<file path="src/rtl/instr_defs_pkg.sv">
`default_nettype none
// ============================================================================
// Package     : instr_defs
// Description : Definitions shared by the sequencer, the decoder and the bench.
//               Contents:
//                 - opcode constants;
//                 - sequencer FSM state encoding;
//                 - instruction word field positions.
//               Instruction word layout is {opcode, operand}: the opcode sits
//               in the upper bits and the operand in the lower ADDR_BITS bits.
// Revision    : 1.0 - initial release
// ============================================================================
package instr_defs;

   // Opcode values (low part of an N_BITS-wide opcode field)
   localparam int OP_LOAD      = 0;
   localparam int OP_ADD       = 1;
   localparam int OP_AND       = 2;
   localparam int OP_SUB       = 3;
   localparam int OP_INPUT     = 4;
   localparam int OP_OUTPUT    = 5;
   localparam int OP_JUMP      = 6;
   localparam int OP_JUMP_COND = 7;

   // Operand occupies the least significant bits of the instruction word;
   // the opcode starts right above it.
   localparam int OPERAND_LSB = 0;

   function automatic int opcode_lsb(input int addr_bits);
      return addr_bits;
   endfunction

   typedef enum logic [1:0] {
      ST_IDLE  = 2'd0,
      ST_FETCH = 2'd1,
      ST_LATCH = 2'd2,
      ST_ISSUE = 2'd3
   } seq_state_t;

endpackage
`default_nettype wire

</file>
<file path="src/rtl/instruction_sequencer_program_counter.sv">
`default_nettype none
// ============================================================================
// Module      : program_counter
// Description : Wrapping program counter. When both load and inc are
//               asserted, load takes priority.
// Ports       : clk      - clock, rising edge
//               rst      - synchronous active-high reset (pc -> 0)
//               inc      - advance pc by one (modulo 2^ADDR_BITS)
//               load     - load pc from load_val
//               load_val - jump target
//               pc       - current program counter
// Revision    : 1.0 - initial release
// ============================================================================
module program_counter #(
   parameter int ADDR_BITS = 4
) (
   input  logic                 clk,
   input  logic                 rst,
   input  logic                 inc,
   input  logic                 load,
   input  logic [ADDR_BITS-1:0] load_val,
   output logic [ADDR_BITS-1:0] pc
);

   always_ff @(posedge clk) begin
      if (rst) begin
         pc <= '0;
      end else if (load) begin
         pc <= load_val;
      end else if (inc) begin
         pc <= pc + ADDR_BITS'(1);   // natural wrap at 2^ADDR_BITS
      end
   end

endmodule
`default_nettype wire

</file>
<file path="src/rtl/instruction_sequencer.sv">
`default_nettype none
// ============================================================================
// Module      : instruction_sequencer
// Description : Fetch-and-issue control unit. Reads instruction words from a
//               synchronous program memory and issues opcode/operand pairs
//               downstream over a valid/ready handshake. JUMP and JUMP_COND
//               are resolved by reloading the PC from the operand field.
// Ports       : clk, rst     - clock / synchronous active-high reset
//               en           - run enable (level)
//               mem_addr     - registered program memory read address
//               mem_data     - instruction word, valid one cycle after address
//               opcode_out   - issued opcode
//               operand_out  - issued operand
//               op_valid     - issued instruction valid
//               op_ready     - downstream accepts
//               cond_flag    - condition for JUMP_COND
//               pc_out       - current program counter (debug)
// Revision    : 1.0 - initial release
// ============================================================================
module instruction_sequencer
   import instr_defs::*;
#(
   parameter int N_BITS    = 4,
   parameter int ADDR_BITS = 4
) (
   input  logic                        clk,
   input  logic                        rst,
   input  logic                        en,
   output logic [ADDR_BITS-1:0]        mem_addr,
   input  logic [N_BITS+ADDR_BITS-1:0] mem_data,
   output logic [N_BITS-1:0]           opcode_out,
   output logic [ADDR_BITS-1:0]        operand_out,
   output logic                        op_valid,
   input  logic                        op_ready,
   input  logic                        cond_flag,
   output logic [ADDR_BITS-1:0]        pc_out
);

   localparam int OPC_LSB = opcode_lsb(ADDR_BITS);

   seq_state_t           state;
   seq_state_t           state_next;
   logic                 handshake;
   logic                 is_jump;
   logic                 is_jump_cond;
   logic                 pc_load;
   logic                 pc_inc;
   logic [ADDR_BITS-1:0] pc;
   logic [ADDR_BITS-1:0] pc_next;

   // ------------------------------------------------------------------
   // Program counter: only changes on the handshake cycle
   // ------------------------------------------------------------------
   assign handshake    = (state == ST_ISSUE) && op_ready;
   assign is_jump      = (opcode_out == N_BITS'(OP_JUMP));
   assign is_jump_cond = (opcode_out == N_BITS'(OP_JUMP_COND));
   assign pc_load      = handshake && (is_jump || (is_jump_cond && cond_flag));
   assign pc_inc       = handshake && !pc_load;

   // Value the PC will hold after this edge. The memory address register is
   // loaded from it when entering FETCH, so a jump target is fetched with no
   // bubble and the fall-through address is never presented.
   always_comb begin
      pc_next = pc;
      if (pc_load) begin
         pc_next = operand_out;
      end else if (pc_inc) begin
         pc_next = pc + ADDR_BITS'(1);
      end
   end

   program_counter #(
      .ADDR_BITS (ADDR_BITS)
   ) u_pc (
      .clk      (clk),
      .rst      (rst),
      .inc      (pc_inc),
      .load     (pc_load),
      .load_val (operand_out),
      .pc       (pc)
   );

   // ------------------------------------------------------------------
   // FSM: state register
   // ------------------------------------------------------------------
   always_ff @(posedge clk) begin
      if (rst) begin
         state <= ST_IDLE;
      end else begin
         state <= state_next;
      end
   end

   // ------------------------------------------------------------------
   // FSM: next state and outputs
   // ------------------------------------------------------------------
   always_comb begin
      state_next = state;
      op_valid   = 1'b0;
      case (state)
         ST_IDLE: begin
            if (en) state_next = ST_FETCH;
         end
         ST_FETCH: begin
            state_next = ST_LATCH;
         end
         ST_LATCH: begin
            state_next = ST_ISSUE;
         end
         ST_ISSUE: begin
            op_valid = 1'b1;
            if (op_ready) state_next = en ? ST_FETCH : ST_IDLE;
         end
         default: begin
            state_next = ST_IDLE;
         end
      endcase
   end

   // ------------------------------------------------------------------
   // Memory address and instruction register
   // ------------------------------------------------------------------
   always_ff @(posedge clk) begin
      if (rst) begin
         mem_addr    <= '0;
         opcode_out  <= '0;
         operand_out <= '0;
      end else begin
         if (state_next == ST_FETCH) begin
            mem_addr <= pc_next;
         end
         // Memory data for the FETCH address is valid during LATCH; the
         // register then holds steady through the whole ISSUE phase.
         if (state == ST_LATCH) begin
            opcode_out  <= mem_data[OPC_LSB +: N_BITS];
            operand_out <= mem_data[OPERAND_LSB +: ADDR_BITS];
         end
      end
   end

   assign pc_out = pc;

endmodule
`default_nettype wire
</file>
<file path="config.mk">
export PLATFORM = sky130hd
export DESIGN_NAME = instruction_sequencer
export DESIGN_NICKNAME = d
export VERILOG_FILES = /design/src/rtl/instr_defs_pkg.sv /design/src/rtl/instruction_sequencer_program_counter.sv /design/src/rtl/instruction_sequencer.sv
export SDC_FILE = /design/constraint.sdc
export NUM_CORES = 1
export LEC_CHECK = 0
export CAP_MARGIN = 20
export CORE_MARGIN = 8
export CORE_UTILIZATION = 44
export CTS_BUF_LIST = sky130_fd_sc_hd__clkbuf_16
export DETAILED_ROUTE_END_ITERATION = 12
export PLACE_DENSITY = 0.84
export SLEW_MARGIN = 40
export SYNTH_ARGS = -nofsm -noshare
export SYNTH_HDL_FRONTEND = slang
export SYNTH_HIERARCHICAL = 1
export SYNTH_SLANG_ARGS = --single-unit
export TNS_END_PERCENT = 10
</file>
<file path="constraint.sdc">
create_clock -name clk -period 2.35 [get_ports clk]
set_clock_uncertainty 0.15 [all_clocks]
set_input_delay 0.47 -clock clk [delete_from_list [all_inputs] [get_ports clk]]
set_output_delay 0.47 -clock clk [all_outputs]
set_load 0.05 [all_outputs]
</file>
==> flow_metrics.py <==
metrics = {
    "cts": {
        "clkTransAtPathRegs_ps": 50,
        "cts_setup_buffers": 0,
        "numCtsBuffers": 3,
        "cts_tree": "yes",
        "cts-root-buf": "clkbuf_16",
        "cts.sinks": 18,
        "cts-resized-gates": 0,
        "clk_latency_ps": 250,
        "htreeDepth": 1,
        "clk_path_buf_depth": 2,
        "cts_hold_buf": 0,
    },
    "layout": {
        "layout_commonest_cell": "clkdlybuf4s50_1",
        "diodes": 0,
        "area_delta_synth_final_pct": 45.3,
        "fill_cells": 172,
        "nets": 151,
        "layout-drive-gt1-share_pct": 9.70,
        "seqCellArea_sq_um": 360,
        "multiInputGateArea_sq_um": 507,
        "stdcell_area_sq_um": 1310,
        "layout_common_cells": "clkdlybuf4s50_1, dfxtp_1, nor2_1",
    },
    "hold_path": {
        "hp-class": "reg -> reg",
    },
    "critical_path": {
        "path_class": "reg -> out",
        "path_buf_inv": 1,
        "critPathSlowestCell": "clkdlybuf4s50_1",
        "max_stage_delay_ps": 870,
        "crit_chain": "clkdlybuf4s50_1",
        "cp_max_fo": 8,
        "worstPathRequired_ps": 1730,
        "arrival_ps": 1600,
        "endpoint_kind": "output pin",
        "path_delay_family": "buffers and inverters",
        "critical_path.startpoint_type": "register",
    },
    "die": {
        "die_h_um": 61.3,
        "io_pins": 30,
        "start_util_pct": 46.5,
        "core_sq_um": 1940,
        "die_w_um": 61.3,
        "fp.dieArea_sq_um": 3760,
        "rows": 16,
    },
    "power": {
        "seqPwrFrac_pct": 40.6,
        "p_leak_nw": 0.492,
        "power_density_nw_per_um2": 637,
        "p_int_mw": 0.615,
        "clkPwrFrac_pct": 40.1,
        "sw_frac_of_total_pct": 26.4,
        "p_switching_mw": 0.221,
        "vdd_drop_max_v": 0.000564,
        "power_frac_comb_pct": 19.3,
    },
    "sta": {
        "slew_violations": 0,
        "min_period_ps": 2220,
        "setup_tns_ps": 0,
        "maxSlewHeadroom_pct": 65.8,
        "setup_slack_ps": 133,
        "worstMarginPinSlew_ps": 511,
        "holdWs_ps": 325,
        "period_share_pct": 94.3,
        "fmax_mhz": 451,
        "rsz0062_at_grt": "no",
        "finalSetupViolations": 0,
        "hold_viol": 0,
    },
    "detailed_routing": {
        "firstDrtPassIters": 4,
        "wire_per_inst_um": 14.3,
        "viasPerCell": 5.26,
        "drc": 0,
        "drtIter0Drc": 7,
        "routed_wl_um": 2300,
        "ant_nets": 0,
        "vias": 847,
    },
    "yosys": {
        "syn_area_sq_um": 903,
        "yosysWarnings": 6,
        "synth.distinct_cells": 34,
        "synth-seq-cells": 18,
        "syn-instance-count": 101,
        "synth-seq-area-share_pct": 39.9,
        "syn_area_per_cell_sq_um": 8.94,
        "synth_nets": 116,
    },
    "global_routing": {
        "antenna_found_initial": 0,
        "grt_pass1_wl_um": 4020,
        "track_usage_pct": 13.9,
        "grt-ovfl-total": 0,
        "grt_pass1_vias": 932,
        "grt_max_degree": 13,
    },
    "placed_design": {
        "dpl_worst_slack_ps": 84.9,
        "dp_hpwl_um": 1750,
        "place_area_sq_um": 1240,
        "port-buffer-count": 29,
        "gp_congestion": 0.773,
    },
    "outcome": {
        "status": "finished clean",
    },
    "flow_run": {
        "cap_violations": 0,
    },
}
final timing paths:
check,startpoint,endpoint,slack [ps],cells past startpoint
hold reg to reg,mem_addr[2],mem_addr[2],330,2
setup / recovery,u_pc/pc[0],pc_out[0],130,1
hold / removal,mem_addr[2],mem_addr[2],330,2
setup reg to reg,opcode_out[3],u_pc/pc[1],580,6
per-stage QoR:
stage | std cells | total power, mW | utilization [%]
6_report | 161 | 0.836 | 67.6
5_1_grt | 161 | 0.870 | 67.6
4_1_cts | 161 | 0.841 | 67.6
3_5_place_dp | 158 | 0.506 | 63.7
3_3_place_gp | 158 | 0.503 | 63.7
2_1_floorplan | 101 | 0.442 | -
kinds of logic after synthesis:
| group | count (synthesis) | synth area share [%] |
|---|---|---|
| buffers and inverters | 7 | 4.02 |
| AND/OR/NAND/NOR | 41 | 22.0 |
| XOR/XNOR | 3 | 2.91 |
| adder cells (fa/ha/maj) | 2 | 2.77 |
| flip-flops | 18 | 39.9 |
| multiplexers | 13 | 14.8 |
| AO/OA/AOI/OAI | 17 | 13.6 |
metal layers:
metal / vias to the layer above / track usage (%) / wire, um
li1: 421 / - / -
met1: 391 / 14.8 / 1000
met2: 32 / 23.4 / 1050
met3: 3 / 5.64 / 218
met4: 0 / 5.98 / 30
met5: - / 0 / 0
final cells by class:
class                   instances  area share, %
multi-input cells              76           38.6
flip-flops and latches         18           27.5
repair buffers                 34           24.8
clock buffers                   3           5.72
well taps                      27           2.57
inverters                       3          0.858
synthesized netlist by cell type:
cell type,number,area [sq um]
ha_1,2,25.0
nand3b_1,2,15.0
o21a_2,1,8.76
a31oi_1,1,6.26
and3_1,2,12.5
and2_1,1,6.26
or4_1,1,7.51
inv_1,3,11.3
and2b_1,1,7.51
nor2_1,17,63.8
mux2_1,1,11.3
nor3_1,3,15.0
a211o_1,1,8.76
mux2_2,2,22.5
a221oi_1,1,8.76
clkbuf_1,1,3.75
a311oi_1,1,8.76
a21oi_1,2,10.0
dfxtp_1,18,360
buf_6,1,11.3
o21bai_1,2,15.0
o21a_1,2,15.0
a311oi_2,1,15.0
nor2b_1,2,12.5
xor2_1,1,8.76
buf_2,2,10.0
nand4_1,2,12.5
o21ai_0,4,20.0
nand2b_1,2,12.5
nand3_1,3,15.0
nand2_1,5,18.8
mux2i_1,10,100
o22ai_1,1,6.26
xnor2_1,2,17.5
registers in the layout, summed over array words and instances, names as in the netlist:
| register | count |
|---|---|
| mem_addr | 4 |
| opcode_out | 4 |
| operand_out | 4 |
| state | 2 |
| u_pc/pc | 4 |
power groups by stage:
stage	clock (mW)	sequential [mW]	combinational, mW
final	0.335	0.339	0.162
after global routing	0.355	0.342	0.173
after CTS	0.340	0.339	0.162
after detailed placement	0	0.345	0.161
after global placement	0	0.344	0.159
after floorplan	0	0.388	0.0538
Power figures use the tool's default switching activity.
